[src/rtl/instruction_prefetch_buffer.sv]
// Sequential instruction fetch stage with a credit-limited in-order {PC, instr} FIFO and redirect flush.
// Optional same-cycle response bypass to the datapath is enabled by defining PREFETCH_BYPASS_EN.
module instruction_prefetch_buffer #(
    parameter int          DEPTH         = 4,
    parameter logic [31:0] START_ADDRESS = 32'h0000_0000
) (
    input  logic        SYS_clk,
    input  logic        SYS_reset,
    output logic        mem_req_valid,
    input  logic        mem_req_ready,
    output logic [31:0] mem_req_addr,
    input  logic        mem_rsp_valid,
    input  logic [31:0] mem_rsp_data,
    output logic        ins_valid,
    input  logic        ins_ready,
    output logic [31:0] instruction,
    output logic [31:0] ins_PC,
    input  logic        redirect_valid,
    input  logic [31:0] redirect_PC,
    output logic        redirect_misaligned
);

    localparam int PW = (DEPTH > 1) ? $clog2(DEPTH) : 1;
    localparam int CW = PW + 1;
    localparam logic [CW:0]   DEPTH_LIMIT = (CW + 1)'(DEPTH);
    localparam logic [PW-1:0] PTR_ZERO    = PW'(1'b0);
    localparam logic [PW-1:0] PTR_ONE     = PW'(1'b1);
    localparam logic [CW-1:0] CNT_ZERO    = CW'(1'b0);
    localparam logic [CW-1:0] CNT_ONE     = CW'(1'b1);

    logic [31:0]   fetch_pc_r;
    logic [31:0]   rsp_pc_r;
    logic [31:0]   pc_mem_r  [DEPTH];
    logic [31:0]   ins_mem_r [DEPTH];
    logic [PW-1:0] rd_ptr_r;
    logic [PW-1:0] wr_ptr_r;
    logic [CW-1:0] count_r;
    logic [CW-1:0] in_flight_r;
    logic [CW-1:0] drop_count_r;
    logic          misaligned_r;

    logic [CW:0]   occupancy_s;
    logic          req_valid_s;
    logic          accept_s;
    logic          rsp_ok_s;
    logic          drop_s;
    logic          keep_s;
    logic          fifo_valid_s;
    logic          bypass_s;
    logic          push_s;
    logic          pop_s;
    logic [31:0]   redirect_aligned_s;

    // Buffered entries plus outstanding fetches form the credit that throttles new requests.
    assign occupancy_s        = {1'b0, count_r} + {1'b0, in_flight_r};
    assign req_valid_s        = !SYS_reset && (occupancy_s < DEPTH_LIMIT) && !redirect_valid;
    assign accept_s           = req_valid_s && mem_req_ready;
    assign rsp_ok_s           = mem_rsp_valid && (in_flight_r != CNT_ZERO);
    assign drop_s             = rsp_ok_s && (drop_count_r != CNT_ZERO);
    assign keep_s             = rsp_ok_s && !drop_s;
    assign fifo_valid_s       = (count_r != CNT_ZERO);
    assign redirect_aligned_s = {redirect_PC[31:2], 2'b00};

`ifdef PREFETCH_BYPASS_EN
    assign bypass_s = keep_s && !fifo_valid_s && !redirect_valid && !SYS_reset;
`else
    assign bypass_s = 1'b0;
`endif

    assign push_s = keep_s && !(bypass_s && ins_ready);
    assign pop_s  = fifo_valid_s && ins_ready;

    assign mem_req_valid       = req_valid_s;
    assign mem_req_addr        = fetch_pc_r;
    assign redirect_misaligned = misaligned_r;

    // Head presentation: FIFO head first, same-cycle response only when bypass is built in.
    always_comb begin
        ins_valid   = 1'b0;
        instruction = 32'h0000_0000;
        ins_PC      = 32'h0000_0000;
        if (fifo_valid_s) begin
            ins_valid   = 1'b1;
            instruction = ins_mem_r[rd_ptr_r];
            ins_PC      = pc_mem_r[rd_ptr_r];
        end else if (bypass_s) begin
            ins_valid   = 1'b1;
            instruction = mem_rsp_data;
            ins_PC      = rsp_pc_r;
        end else begin
            ins_valid   = 1'b0;
            instruction = 32'h0000_0000;
            ins_PC      = 32'h0000_0000;
        end
    end

    // Control state: PCs, pointers, occupancy and the stale-response counter.
    always_ff @(posedge SYS_clk or posedge SYS_reset) begin
        if (SYS_reset) begin
            fetch_pc_r   <= START_ADDRESS;
            rsp_pc_r     <= START_ADDRESS;
            rd_ptr_r     <= PTR_ZERO;
            wr_ptr_r     <= PTR_ZERO;
            count_r      <= CNT_ZERO;
            in_flight_r  <= CNT_ZERO;
            drop_count_r <= CNT_ZERO;
            misaligned_r <= 1'b0;
        end else begin
            // No request is issued during a redirect, so accept_s is already low there.
            in_flight_r <= in_flight_r + CW'(accept_s) - CW'(rsp_ok_s);
            if (redirect_valid) begin
                fetch_pc_r   <= redirect_aligned_s;
                rsp_pc_r     <= redirect_aligned_s;
                rd_ptr_r     <= PTR_ZERO;
                wr_ptr_r     <= PTR_ZERO;
                count_r      <= CNT_ZERO;
                drop_count_r <= in_flight_r - CW'(rsp_ok_s);
                if (redirect_PC[1:0] != 2'b00) begin
                    misaligned_r <= 1'b1;
                end
            end else begin
                if (accept_s) begin
                    fetch_pc_r <= fetch_pc_r + 32'd4;
                end
                if (drop_s) begin
                    drop_count_r <= drop_count_r - CNT_ONE;
                end
                if (keep_s) begin
                    rsp_pc_r <= rsp_pc_r + 32'd4;
                end
                if (push_s) begin
                    wr_ptr_r <= wr_ptr_r + PTR_ONE;
                end
                if (pop_s) begin
                    rd_ptr_r <= rd_ptr_r + PTR_ONE;
                end
                count_r <= count_r + CW'(push_s) - CW'(pop_s);
            end
        end
    end

    // FIFO storage; contents are only observable through count_r, so no reset is needed.
    always_ff @(posedge SYS_clk) begin
        if (push_s && !redirect_valid && !SYS_reset) begin
            pc_mem_r[wr_ptr_r]  <= rsp_pc_r;
            ins_mem_r[wr_ptr_r] <= mem_rsp_data;
        end
    end

endmodule

[config.mk]
export PLATFORM = sky130hd
export DESIGN_NAME = instruction_prefetch_buffer
export DESIGN_NICKNAME = d
export VERILOG_FILES = /design/src/rtl/instruction_prefetch_buffer.sv
export SDC_FILE = /design/constraint.sdc
export NUM_CORES = 1
export LEC_CHECK = 0
export ABC_CLOCK_PERIOD_IN_PS = 3980
export BUFFER_PORTS_ARGS = -buffer_cell sky130_fd_sc_hd__buf_2
export CORE_ASPECT_RATIO = 1.4
export CORE_MARGIN = 2
export CORE_UTILIZATION = 35
export DETAILED_ROUTE_END_ITERATION = 8
export PLACE_DENSITY_LB_ADDON = 0.3
export SYNTH_ARGS = -nofsm -noshare
export SYNTH_HDL_FRONTEND = slang
export SYNTH_SLANG_ARGS = --single-unit
[constraint.sdc]
create_clock -name SYS_clk -period 3.98 [get_ports SYS_clk]
set_input_delay 0 -clock SYS_clk [delete_from_list [all_inputs] [get_ports SYS_clk]]
set_output_delay 0 -clock SYS_clk [all_outputs]
set_load 0.01 [all_outputs]
==> impl.org <==
** Synthesis
- The synthesized design contains 248 enable-type register cells.
- Post-synthesis instance total :: 844
- For this run, asynchronously set or reset flops after synthesis account for a little under a quarter.
- In this run, distinct cell masters in the synthesized netlist total 49.
- Count of synthesis-stage warnings from yosys :: 0
- After synthesis, flip-flops and latches occupy 68.0% of the total area.
- Prevailing post-synth register cell :: sky130_fd_sc_hd__edfxtp_1
- Leading post-synthesis cells by cell area :: sky130_fd_sc_hd__edfxtp_1 54%, sky130_fd_sc_hd__dfrtp_1 14%, sky130_fd_sc_hd__mux4_2 10%, sky130_fd_sc_hd__and2_1 3.0%, sky130_fd_sc_hd__xor2_1 1.7%
- Library cell occupying the most area in the post-synthesis netlist :: sky130_fd_sc_hd__edfxtp_1
- Syn_area_per_cell :: 16.2 um2
- Flop and latch count out of synthesis :: between 300 and 400
- The synthesized design devotes to its leading area cell type 54.5% of total area.
- Cell Area, Synth :: 13700 um2

** Final layout
- Layout net count :: 1169
- Synth-to-Final Area Change :: 23.2%
- FILL cells :: 3503
- In the layout the commonest cells are 248 x sky130_fd_sc_hd__edfxtp_1, 164 x sky130_fd_sc_hd__buf_2, 72 x sky130_fd_sc_hd__dfrtp_1, 67 x sky130_fd_sc_hd__dlygate4sd3_1, 65 x sky130_fd_sc_hd__and2_1.
- Area taken by flip-flops and latches :: 9300 um2
- The repair_antennas step left the layout with diodes totalling 0.
- Layout cell share with drive strength beyond 1 :: 28.8%
- Summing all multi-input logic gate instances after layout gives 4130 um2.
- After the flow finishes, the layout carries non-filler instances totaling ~1.6k.
- Most common library cell in the layout ignoring fill and taps :: sky130_fd_sc_hd__edfxtp_1

** Clocking
- For the worst-skew pair, the clock arrives at the later sink with an insertion delay of roughly 0.5 ns.
- Buffers inserted during clock tree synthesis total 34.
- The number of setup buffers added after CTS is 0.
- CTS saw approximately 320 sinks.
- The clock passes through at most 3 buffers.
- TritonCTS built the clock tree.
- The H-tree was split into 2 levels.
- CTS root buffer :: sky130_fd_sc_hd__clkbuf_16
- Clock-pin slew was measured on the worst setup and hold paths at approximately 0.060 ns.

** Detailed routing
- The detail route stage leaves a number of antenna-violating nets equal to 0.
- The first detailed-routing pass took 4 iterations.
- Drt drc :: 0
- The final layout contains routed wiring with a total length of 29800 um.
- Dividing the detail-routed wire length by the instance count gives 18.3 um.
- Drt via density :: around 4.9
- Drt first-iter violations :: 542
- Summing over every cut layer, the via total after detailed routing is roughly 8k.

** Critical path
- Crit path required time :: between 4 and 5 ns
- STA classifies the critical path endpoint as a flip-flop.
- Maximum net fanout on the critical path :: 62
- Kind of launch point of the worst setup path :: flip-flop
- The worst setup path is of the flip-flop to flip-flop kind.
- Data arrival time of the worst path :: 2.96 ns

** Placement
- OpenSTA, run right after detailed placement, puts the worst setup slack at 1.13 ns.
- Final Wtd Congestion :: 0.779
- In this run, placement finished with an instance count of 1500.
- The count of buffers added on input and output ports is 164.
- After legalization and detailed placement, the total HPWL measured 18900 um.

** STA
- Hold Worst Slack :: approximately 0.11 ns
- Setup repair after global routing left no endpoint under its margin.
- Of the available clock period, the critical path in the final layout requires 71.4%.
- Across the routed clock network, the largest skew measured is about 0.015 ns.
- Max_slew headroom :: 32.9%
- Timing would allow up to 352 MHz.
- After layout, the worst setup slack is roughly 1.1 ns.
- Setup TNS :: 0 ns
- The max-slew violation count was 0.
- Setup violations remaining at the end of the flow were counted as 0.
- Post-route minimum period :: 2.84 ns
- The number of hold violations in the final report came to 0.
- At the pin with the least slew margin, the transition time is roughly 1 ns.

** GRT
- Largest net degree at the start of global routing :: 65
- The initial antenna violation count came to 0.
- Layer carrying the most global-route usage :: met2
- Overall routing resource usage :: between 10% and 20%
- The via count of the first global-routing pass came to 8201.
- Met1 global-route usage :: around a fifth
- Remaining Overflow, GRT :: 0
- GR met3 Demand/Resource :: 1.86%
- In the global route stage, met2 resource usage came out at 25.7%.
- The first global-routing pass estimated 46100 um of wire.

** Power
- IR analysis of the VDD net gives a maximum drop of 0.000261 V.
- Power spread over the standard cell area amounts to 549 nW/um2.
- Leakage :: 6.07 nW

** Floorplan
- In this run the core area contains 85 standard-cell rows.
- The initial utilization of the core area, before any placement, comes to ~36%.
- The floorplan step defined a die boundary enclosing 40700 um2.
- Die outline height :: 238 um
- Top-Level Pins :: 169
- Die width :: 171 um
- After floorplanning, the core was sized to cover around 38000 um2.

** Outcome
- The run finished with clean final reports.

** Min path
- The tightest min-delay check is of the primary input to flip-flop type.

** Job
- The tool flagged a number of max-cap violations equal to 0.
## final timing paths
check	to	start	cells after the start	slack, ns
max	pc_mem_r[1][9]	drop_count_r[0]	5	1.14
min	drop_count_r[0]	mem_rsp_valid	4	0.11
max reg2reg	pc_mem_r[1][9]	drop_count_r[0]	5	1.14
min reg2reg	redirect_misaligned	redirect_misaligned	1	0.48
max in group asynchronous	rsp_pc_r[27]	SYS_reset	4	2.76
min in group asynchronous	redirect_misaligned	SYS_reset	3	0.12
## final cells by class
type	count	share of cell area, %
clock inverter	14	0.943
inverter	19	0.423
tap	522	3.88
clock buffer	48	5.49
timing repair buffer	241	9.52
multi-input combinational	463	24.5
sequential	322	55.2
## flip-flops by register name (all words and copies together), names as in the netlist
register             flops
ins_mem_r              128
pc_mem_r               120
mem_req_addr            30
rsp_pc_r                30
count_r                  3
drop_count_r             3
in_flight_r              3
rd_ptr_r                 2
wr_ptr_r                 2
redirect_misaligned      1
## Yosys cell counts (2+ instances only)
cell / number
sky130_fd_sc_hd__a21oi_1: 2
sky130_fd_sc_hd__a31o_2: 2
sky130_fd_sc_hd__a31oi_1: 5
sky130_fd_sc_hd__and2_0: 2
sky130_fd_sc_hd__and2_1: 65
sky130_fd_sc_hd__and3_1: 13
sky130_fd_sc_hd__and4_1: 4
sky130_fd_sc_hd__buf_2: 13
sky130_fd_sc_hd__buf_4: 6
sky130_fd_sc_hd__clkbuf_1: 22
sky130_fd_sc_hd__dfrtp_1: 74
sky130_fd_sc_hd__edfxtp_1: 248
sky130_fd_sc_hd__fa_1: 2
sky130_fd_sc_hd__ha_1: 16
sky130_fd_sc_hd__inv_1: 18
sky130_fd_sc_hd__mux2_2: 19
sky130_fd_sc_hd__mux4_2: 62
sky130_fd_sc_hd__nand2_1: 54
sky130_fd_sc_hd__nand2b_1: 4
sky130_fd_sc_hd__nand3_1: 29
sky130_fd_sc_hd__nand4_1: 30
sky130_fd_sc_hd__nand4_2: 2
sky130_fd_sc_hd__nor2_1: 21
sky130_fd_sc_hd__nor2b_1: 3
sky130_fd_sc_hd__nor3_1: 6
sky130_fd_sc_hd__nor4_1: 3
sky130_fd_sc_hd__nor4_4: 4
sky130_fd_sc_hd__o211ai_1: 12
sky130_fd_sc_hd__o21ai_0: 29
sky130_fd_sc_hd__o221ai_1: 2
sky130_fd_sc_hd__o311ai_0: 2
sky130_fd_sc_hd__or3_1: 3
sky130_fd_sc_hd__or4_1: 3
sky130_fd_sc_hd__xnor2_1: 24
sky130_fd_sc_hd__xor2_1: 26
## worst max-delay path, stage by stage (launching register included)
cell and delay (ns):
sky130_fd_sc_hd__dfrtp_1 0.36, sky130_fd_sc_hd__inv_1 0.11, sky130_fd_sc_hd__ha_1 0.15, sky130_fd_sc_hd__nor2b_1 0.18, sky130_fd_sc_hd__and2_0 0.62, sky130_fd_sc_hd__and3_4 0.93
## layer usage
layer  part of all wire, %  up-vias  routed length, um
li1                      -     3699                  -
met4                   2.5        0                733
met2                    51      194              15200
met1                    43     3971              12800
met3                   3.6       45               1060
met5                     0        -                  0
## timing repair
item,in CTS,in global routing
resized for setup,0,0
hold buffers,67,0
hold endpoints to repair,219,0
## kinds of logic (layout without fill, tap and decap cells)
family	after synthesis	after routing	synth area share (%)
AO/OA/AOI/OAI	58	58	2.64
AND/OR/NAND/NOR	251	251	10.5
XOR/XNOR	50	50	3.20
multiplexers	82	82	11.8
adder cells (fa/ha/maj)	18	18	1.76
buffers and inverters	62	322	2.04
flip-flops	322	322	68.0
other	1	4	0.0274
## stage by stage
step                utilization [%]  area, um2  power, mW
finish                         43.7      16800       9.24
global placement               39.2      15100       6.22
CTS                            43.7      16800       9.40
floorplan                         -      13700       5.46
detailed placement             39.2      15100       6.25
global route                   43.7      16800       9.72
## power breakdown
group          total (mW)  switching (mW)  internal, mW
clock                3.09            1.26          1.83
sequential           4.11           0.298          3.81
combinational        2.04            1.01          1.04
total                9.24            2.57          6.67
No activity file was read; power rests on OpenSTA's default activity.
